<file path="config.mk">
export PLATFORM = sky130hd
export DESIGN_NAME = mux4_rr_arbiter_flat
export DESIGN_NICKNAME = d
export VERILOG_FILES = /design/src/rtl/mux4_rr_arbiter_if.sv /design/src/rtl/mux4_rr_arbiter.sv /design/src/flat_wrapper.sv
export SDC_FILE = /design/constraint.sdc
export NUM_CORES = 1
export LEC_CHECK = 0
export CORE_AREA = 2 2 59 44
export DETAILED_ROUTE_END_ITERATION = 8
export DIE_AREA = 0 0 61 46
export DONT_BUFFER_PORTS = 1
export PLACE_DENSITY = 0.48
export SLEW_MARGIN = 5
export SYNTH_ARGS = -nofsm -noshare
export SYNTH_HDL_FRONTEND = slang
export SYNTH_SLANG_ARGS = --single-unit
</file>
<file path="constraint.sdc">
create_clock -name clk -period 1.8 [get_ports clk]
set_clock_uncertainty 0.05 [all_clocks]
set_input_delay 0.27 -clock clk [delete_from_list [all_inputs] [get_ports clk]]
set_output_delay 0.27 -clock clk [all_outputs]
set_load 0.01 [all_outputs]
</file>
<file path="src/rtl/mux4_rr_arbiter_if.sv">
// Bus bundle between the four requesters and the round-robin arbiter/mux.
// The master side is the requester cluster; the slave side is the arbiter.
interface mux4_rr_arbiter_if #(
    parameter int WIDTH = 1
) ();
    logic [3:0]       req;
    logic [WIDTH-1:0] i0;
    logic [WIDTH-1:0] i1;
    logic [WIDTH-1:0] i2;
    logic [WIDTH-1:0] i3;
    logic [3:0]       gnt;
    logic             s1;
    logic             s0;
    logic             busy;
    logic [WIDTH-1:0] y;

    modport master (
        output req, i0, i1, i2, i3,
        input  gnt, s1, s0, busy, y
    );

    modport slave (
        input  req, i0, i1, i2, i3,
        output gnt, s1, s0, busy, y
    );
endinterface

</file>
<file path="src/rtl/mux4_rr_arbiter.sv">
// Round-robin arbiter driving the select of a shared 4:1 data mux.
// One owner at a time, bounded hold, one dead cycle between grants.
module mux4_rr_arbiter #(
    parameter int WIDTH    = 1,
    parameter int MAX_HOLD = 8
) (
    input  logic                clk,
    input  logic                rst_n,
    mux4_rr_arbiter_if.slave    bus
);

    typedef enum logic {
        IDLE  = 1'b0,
        GRANT = 1'b1
    } state_t;

    // Hold counter is 4 bits wide so the full 2..16 hold range fits.
    localparam logic [3:0] LAST_CNT = 4'(MAX_HOLD - 1);

    state_t     state_q, state_d;
    logic [1:0] ptr_q,   ptr_d;
    logic [3:0] cnt_q,   cnt_d;
    logic [3:0] gnt_q,   gnt_d;
    logic [1:0] sel_q,   sel_d;
    logic       busy_q,  busy_d;

    logic [1:0]       winner;
    logic [WIDTH-1:0] y_sel;

    // Pick the first requester at or after the pointer; scanning downward lets the nearest one win.
    always_comb begin
        winner = ptr_q;
        for (int k = 3; k >= 0; k--) begin
            if (bus.req[ptr_q + 2'(k)]) begin
                winner = ptr_q + 2'(k);
            end
        end
    end

    // Next-state logic: arbitrate in IDLE, count hold time and release in GRANT.
    always_comb begin
        state_d = state_q;
        ptr_d   = ptr_q;
        cnt_d   = cnt_q;
        gnt_d   = gnt_q;
        sel_d   = sel_q;
        busy_d  = busy_q;
        case (state_q)
            IDLE: begin
                if (bus.req != 4'b0000) begin
                    gnt_d   = 4'b0001 << winner;
                    sel_d   = winner;
                    cnt_d   = 4'd0;
                    busy_d  = 1'b1;
                    state_d = GRANT;
                end
            end
            GRANT: begin
                if (!bus.req[sel_q] || (cnt_q == LAST_CNT)) begin
                    gnt_d   = 4'b0000;
                    busy_d  = 1'b0;
                    ptr_d   = sel_q + 2'd1;
                    state_d = IDLE;
                end else begin
                    cnt_d = cnt_q + 4'd1;
                end
            end
            default: begin
                state_d = IDLE;
                gnt_d   = 4'b0000;
                busy_d  = 1'b0;
            end
        endcase
    end

    // State and registered outputs; a low rst_n at an edge drops any grant immediately.
    always_ff @(posedge clk) begin
        if (!rst_n) begin
            state_q <= IDLE;
            ptr_q   <= 2'd0;
            cnt_q   <= 4'd0;
            gnt_q   <= 4'b0000;
            sel_q   <= 2'b00;
            busy_q  <= 1'b0;
        end else begin
            state_q <= state_d;
            ptr_q   <= ptr_d;
            cnt_q   <= cnt_d;
            gnt_q   <= gnt_d;
            sel_q   <= sel_d;
            busy_q  <= busy_d;
        end
    end

    // Unregistered data path: the owner's input reaches y directly, zero when idle.
    always_comb begin
        y_sel = '0;
        if (busy_q) begin
            case (sel_q)
                2'b00:   y_sel = bus.i0;
                2'b01:   y_sel = bus.i1;
                2'b10:   y_sel = bus.i2;
                default: y_sel = bus.i3;
            endcase
        end
    end

    assign bus.gnt  = gnt_q;
    assign bus.s1   = sel_q[1];
    assign bus.s0   = sel_q[0];
    assign bus.busy = busy_q;
    assign bus.y    = y_sel;

endmodule

</file>
<file path="src/flat_wrapper.sv">
// flat-port wrapper written by rule: the top's interface ports become plain ports
module mux4_rr_arbiter_flat 
#(
    parameter int WIDTH    = 1,
    parameter int MAX_HOLD = 8
)
  (clk, rst_n, bus_req, bus_i0, bus_i1, bus_i2, bus_i3, bus_gnt, bus_s1, bus_s0, bus_busy, bus_y);
  mux4_rr_arbiter_if #(.WIDTH(WIDTH)) bus_i ();
  input  logic clk;
  input  logic rst_n;
  input wire logic [$bits(bus_i.req)-1:0] bus_req;
  input wire logic [$bits(bus_i.i0)-1:0] bus_i0;
  input wire logic [$bits(bus_i.i1)-1:0] bus_i1;
  input wire logic [$bits(bus_i.i2)-1:0] bus_i2;
  input wire logic [$bits(bus_i.i3)-1:0] bus_i3;
  output wire logic [$bits(bus_i.gnt)-1:0] bus_gnt;
  output wire logic [$bits(bus_i.s1)-1:0] bus_s1;
  output wire logic [$bits(bus_i.s0)-1:0] bus_s0;
  output wire logic [$bits(bus_i.busy)-1:0] bus_busy;
  output wire logic [$bits(bus_i.y)-1:0] bus_y;
  assign bus_i.req = bus_req;
  assign bus_i.i0 = bus_i0;
  assign bus_i.i1 = bus_i1;
  assign bus_i.i2 = bus_i2;
  assign bus_i.i3 = bus_i3;
  assign bus_gnt = bus_i.gnt;
  assign bus_s1 = bus_i.s1;
  assign bus_s0 = bus_i.s0;
  assign bus_busy = bus_i.busy;
  assign bus_y = bus_i.y;
  mux4_rr_arbiter #(.WIDTH(WIDTH), .MAX_HOLD(MAX_HOLD)) u_core (.clk(clk), .rst_n(rst_n), .bus(bus_i));
endmodule
</file>
-- After elaboration in Yosys (flattened, before gate mapping)
Cells that the tools add are included.
- input port bits: 10
- flip-flop bits (word level): 14
- output and inout port bits: 8
- shift-type cells: 1
- equal/unequal tests: 6
- order comparisons: 5
- bitwise logic cells: 1
- add/subtract/negate cells: 5
- multiplexer cells: 28
- reduce and logical (&&, ||, !) cells: 8
- operators with widths (kind ; count):
    2-to-1 mux 4 bit ; 4
    one-hot mux 4 bit (2 select lines) ; 2
    < comparator 2 x 3 -> 1 bit, second input constant ; 5
    binary-select mux 1 bit (select 2 bit) ; 5
    2-to-1 mux 1 bit ; 10
    2-to-1 mux 2 bit ; 4
    AND reduction 2 bit ; 4
    adder 2 x 1 -> 2 bit, second input constant ; 2
    adder 2 bit, second input constant ; 2
    adder 4 x 1 -> 4 bit, second input constant ; 1
    equality test 4 x 3 -> 1 bit, second input constant ; 1
    inequality test 2 bit, second input constant ; 2
    one-hot mux 1 bit (2 select lines) ; 2
    nonzero test 4 bit ; 1
    << shifter 1 x 2 -> 4 bit, first input constant ; 1
    one-hot mux 1 bit (3 select lines) ; 1
    equality test 2 x 1 -> 1 bit, second input constant ; 1
    equality test 2 bit, second input constant ; 1
    zero test 2 bit ; 1
    inequality test 2 x 1 -> 1 bit, second input constant ; 1
    zero test 1 bit ; 1
    logical OR 1 bit ; 1
    NOT 1 bit ; 1

-- Longest topological paths before layout
- depth after elaboration: 10
- mapped depth: 6

-- Worst setup path after synthesis
No wires, ideal clock.
- kind: reg-to-reg
- start: register u_core.sel_q[0]
- end: register u_core.cnt_q[2]
- buffers on the path: 0
- cell stages (with the launch flop): 6
- period minus slack after synthesis: 1.692 ns
- setup time: 0.070 ns
- required time: 1.680 ns
- setup slack: 0.108 ns
- arrival: 1.572 ns
- path through: dfxtp_1 -> mux4_2 -> nand3_1 -> mux2i_1 -> nand2_1 -> a21oi_1
- longest elaborated chain between the ends: 6
- ends and longest elaborated chain (what ; line ; RTL):
    start: declaration ; mux4_rr_arbiter.sv:24 ; logic [1:0] sel_q, sel_d;
    start signal: assignment ; mux4_rr_arbiter.sv:90 ; sel_q <= sel_d;
    binary-select mux 1 bit (select 2 bit) ; mux4_rr_arbiter.sv:59 ; if (!bus.req[sel_q] || (cnt_q == LAST_CNT)) begin
    2-to-1 mux 1 bit (not written as such) ; mux4_rr_arbiter.sv:59 ;
    zero test 1 bit ; mux4_rr_arbiter.sv:59 ;
    logical OR 1 bit ; mux4_rr_arbiter.sv:59 ;
    inequality test 2 bit (no source line) ; - ;
    AND reduction 2 bit (no source line) ; - ;
    end signal: assignment ; mux4_rr_arbiter.sv:88 ; cnt_q <= cnt_d;
    end: declaration ; mux4_rr_arbiter.sv:22 ; logic [3:0] cnt_q, cnt_d;
Every way passes these cells. The select of a mux whose other input is x is not followed.
A chain may end at the register's enable or synchronous reset.

-- Final worst setup path
- start: register u_core.sel_q[0]
- end: output port bus_y
- longest elaborated chain between the ends: 3
- elaborated cells on any way between the ends: 5
- classes of those cells: 2 x eq/ne; 2 x mux; 1 x reduce/logical
- ends and longest elaborated chain (what ; line ; RTL):
    equality test 2 bit (tied with other cells) ; mux4_rr_arbiter.sv:99 ; case (sel_q)
    one-hot mux 1 bit (3 select lines) * ; mux4_rr_arbiter.sv:99 ;
    2-to-1 mux 1 bit * ; mux4_rr_arbiter.sv:98 ; if (busy_q) begin
    end: declaration ; flat_wrapper.sv:20 ; output wire logic [$bits(bus_i.y)-1:0] bus_y;
Mark *: on every way between the ends. The rest lies on a longest branch, timed or not.

==> results.py <==
metrics = {
    "run_status": {
        "status": "finished, violations left",
        "violations": "setup timing",
    },
    "global_route": {
        "use_met2_pct": 20.65,
        "grt_usage_pct": 14.80,
        "grt_start_max_net_pins": 13,
        "grtUsageMet1_pct": 20.31,
        "met3_usage_pct": 7.955,
        "busiest_layer": "met2",
        "overflow": 0,
        "grt_pass1_wl_um": 2967,
        "antenna_found_initial": 0,
        "grt_pass1_vias": 618,
    },
    "routing": {
        "drt_iter0_drc": 43,
        "wire_per_inst_um": 14.26,
        "viasPerCell": 5.388,
        "drc": 0,
        "wirelength_um": 1839,
        "vias": 695,
        "drtPass1Iterations": 4,
        "ant_nets": 0,
    },
    "synth": {
        "syn_area_per_cell_um2": 8.686,
        "synthDistinctLibCells": 28,
        "synth_seq_cells": 14,
        "synth_area_leaders": "dfxtp_1, ha_1, a21oi_1, nand3b_1, nor2_1",
        "netlist_area_um2": 755.7,
        "yosysWarningCount": 0,
        "ys_seq_area_share_pct": 37.09,
        "synth_fp_nets": 102,
        "yosysTopAreaCell": "dfxtp_1",
        "synth_top_area_share_pct": 37.09,
        "syn_inst": 87,
    },
    "worst_setup_path": {
        "arrival_ns": 1.49,
        "worstSetupPathType": "reg2out",
        "end_kind": "output pin",
        "critPathLaunchType": "register",
        "crit_required_ns": 1.48,
        "cp_max_fo": 3,
    },
    "finish": {
        "areaGrowthSynthToFinish_pct": 26.99,
        "nets": 111,
        "final_cell_area_um2": 959.7,
        "seqCellArea_um2": 287.8,
        "drive_above_1_share_pct": 30.53,
        "multiInputGateArea_um2": 520.5,
        "n_fill_cell": 230,
        "mostFrequentLayoutCells": "dfxtp_1, nand2_1, nor2_1, a21oi_1, nand3b_1",
        "fin_util_pct": 41.57,
        "final_common_cell": "dfxtp_1",
        "num_antenna_cells": 0,
    },
    "timing": {
        "slew_violations": 0,
        "rsz0062_at_grt": "true",
        "hold_violations": 0,
        "timing.hold.ws_ns": 0.07697,
        "layout_setup_ws_ns": -0.005638,
        "maxClockFrequency_mhz": 553.8,
        "fin_crit_sh_pct": 100.3,
        "fin_crit_ns": 1.806,
        "slew_headroom_pct": 58.68,
        "worst_pin_slew_ns": 0.6197,
        "setup_tns_ns": -0.005638,
        "setup_violations": 1,
    },
    "floorplanning": {
        "fp-row-count": 15,
        "die-area_um2": 2806,
        "start_util_pct": 32.74,
        "io_pins": 18,
        "coreArea_um2": 2308,
        "die_y_um": 46,
        "fp.dieW_um": 61,
    },
    "power": {
        "peakVddDrop_v": 0.0003029,
        "seqPwrFrac_pct": 47.5,
        "power_switching_uw": 223.5,
        "intPower_uw": 530.6,
        "combPwrFrac_pct": 21.8,
        "power.share.clock_pct": 30.8,
        "p_per_area_nw_per_um2": 785.9,
        "swShare_pct": 29.64,
        "p_leak_uw": 0.0003426,
    },
    "placement": {
        "placed_area_um2": 819.5,
        "port_buffers": 0,
        "routabilityCongestion": 0.7375,
        "hpwl_um": 1267,
    },
    "hold_path": {
        "min_path_type": "in2reg",
    },
    "clocking": {
        "cts_tree": "done",
        "cts.sinks": 14,
        "clockRootBuffer": "clkbuf_4",
        "ctsHtreeMaxLevel": 1,
        "clock_path_buffers": 2,
        "numCtsBuffers": 3,
        "clk_pin_slew_ns": 0.09,
        "clock_latency_ns": 0.28,
    },
    "flow_run": {
        "drv_cap": 0,
    },
}
==> stage by stage <==
stage	total power (uW)	worst slack, ns	cells
floorplan	450.5	0.1083	87
global placement	487.9	0.1133	124
detailed placement	488.7	0.09433	124
CTS	730.6	-0.04197	129
global route	793.1	-0.09484	129
finish	754.2	-0.005638	129
==> sequential cells by signal (all words and copies together), names as in the netlist <==
register         cells
u_core.bus.busy      1
u_core.bus.gnt       4
u_core.cnt_q         4
u_core.ptr_q         2
u_core.sel_q         2
u_core.state_q       1
==> worst max-delay path, cell delays in order, from the launching register on <==
cell	delay, ns
dfxtp_4	0.38
buf_6	0.13
ha_2	0.17
a222oi_1	0.26
o21ai_1	0.10
and2_4	0.17
==> power by group through the flow <==
| stage | registers [uW] | clock network, uW | logic [uW] |
|---|---|---|---|
| CTS | 357 | 238 | 136 |
| global route | 362 | 248 | 183 |
| global placement | 363 | 0 | 125 |
| finish | 358 | 232 | 164 |
| floorplan | 359 | 0 | 91.5 |
| detailed placement | 364 | 0 | 125 |
==> cell type report <==
type / instances / area share (%)
Clock buffer: 4 / 3.781
Inverter: 4 / 2.086
Multi-Input combinational cell: 68 / 54.24
Sequential cell: 14 / 29.99
Tap cell: 34 / 4.433
Timing Repair Buffer: 5 / 5.476
==> final timing paths <==
path                                              startpoint                        endpoint  slack, ns  cells past startpoint
worst min-delay path                                   rst_n    u_core.bus.busy$_SDFFE_PN0P_       0.08                      2
worst max-delay path            u_core.sel_q[0]$_SDFFE_PN0P_                           bus_y     -0.006                      5
worst min register to register  u_core.cnt_q[1]$_SDFFE_PN0P_    u_core.cnt_q[1]$_SDFFE_PN0P_       0.44                      2
worst max register to register  u_core.sel_q[0]$_SDFFE_PN0P_  u_core.bus.gnt[3]$_SDFFE_PN0P_       0.05                      7
==> metal layers <==
layer	part of all wire, %	wire (um)
met3	7.1	130
met1	49	892
met2	43	783
met5	0	0
met4	1.7	32
==> synth_stat cells, drive strengths merged <==
cell type,instances
mux2,1
or4,1
nor2b,2
inv,4
o211ai,1
and2b,1
o31ai,4
nand4,1
a21o,1
mux4,1
o221ai,1
dlygate4sd1,1
nand3,5
o32a,1
ha,5
nand2,8
mux2i,1
a2bb2oi,1
nor2,9
dfxtp,14
a222oi,1
and3,1
and2,1
o21ai,5
nand3b,5
a21oi,9
a211oi,1
a21boi,1
==> logic make-up after synthesis <==
group,Yosys count,share of synthesized area (%)
muxes,3,5.794
buffers and inverters,5,3.145
DFF,14,37.09
and+or+nand+nor,34,23.01
AOI/OAI and AO/OA,26,22.68
adders and majority gates,5,8.278
==> timing repair <==
item,CTS,global route
resized for setup,10,20
hold buffers,0,0
setup endpoints to repair,1,5
pin swaps,2,6
buffers inserted,1,0
(Power assumes the default switching activity.)
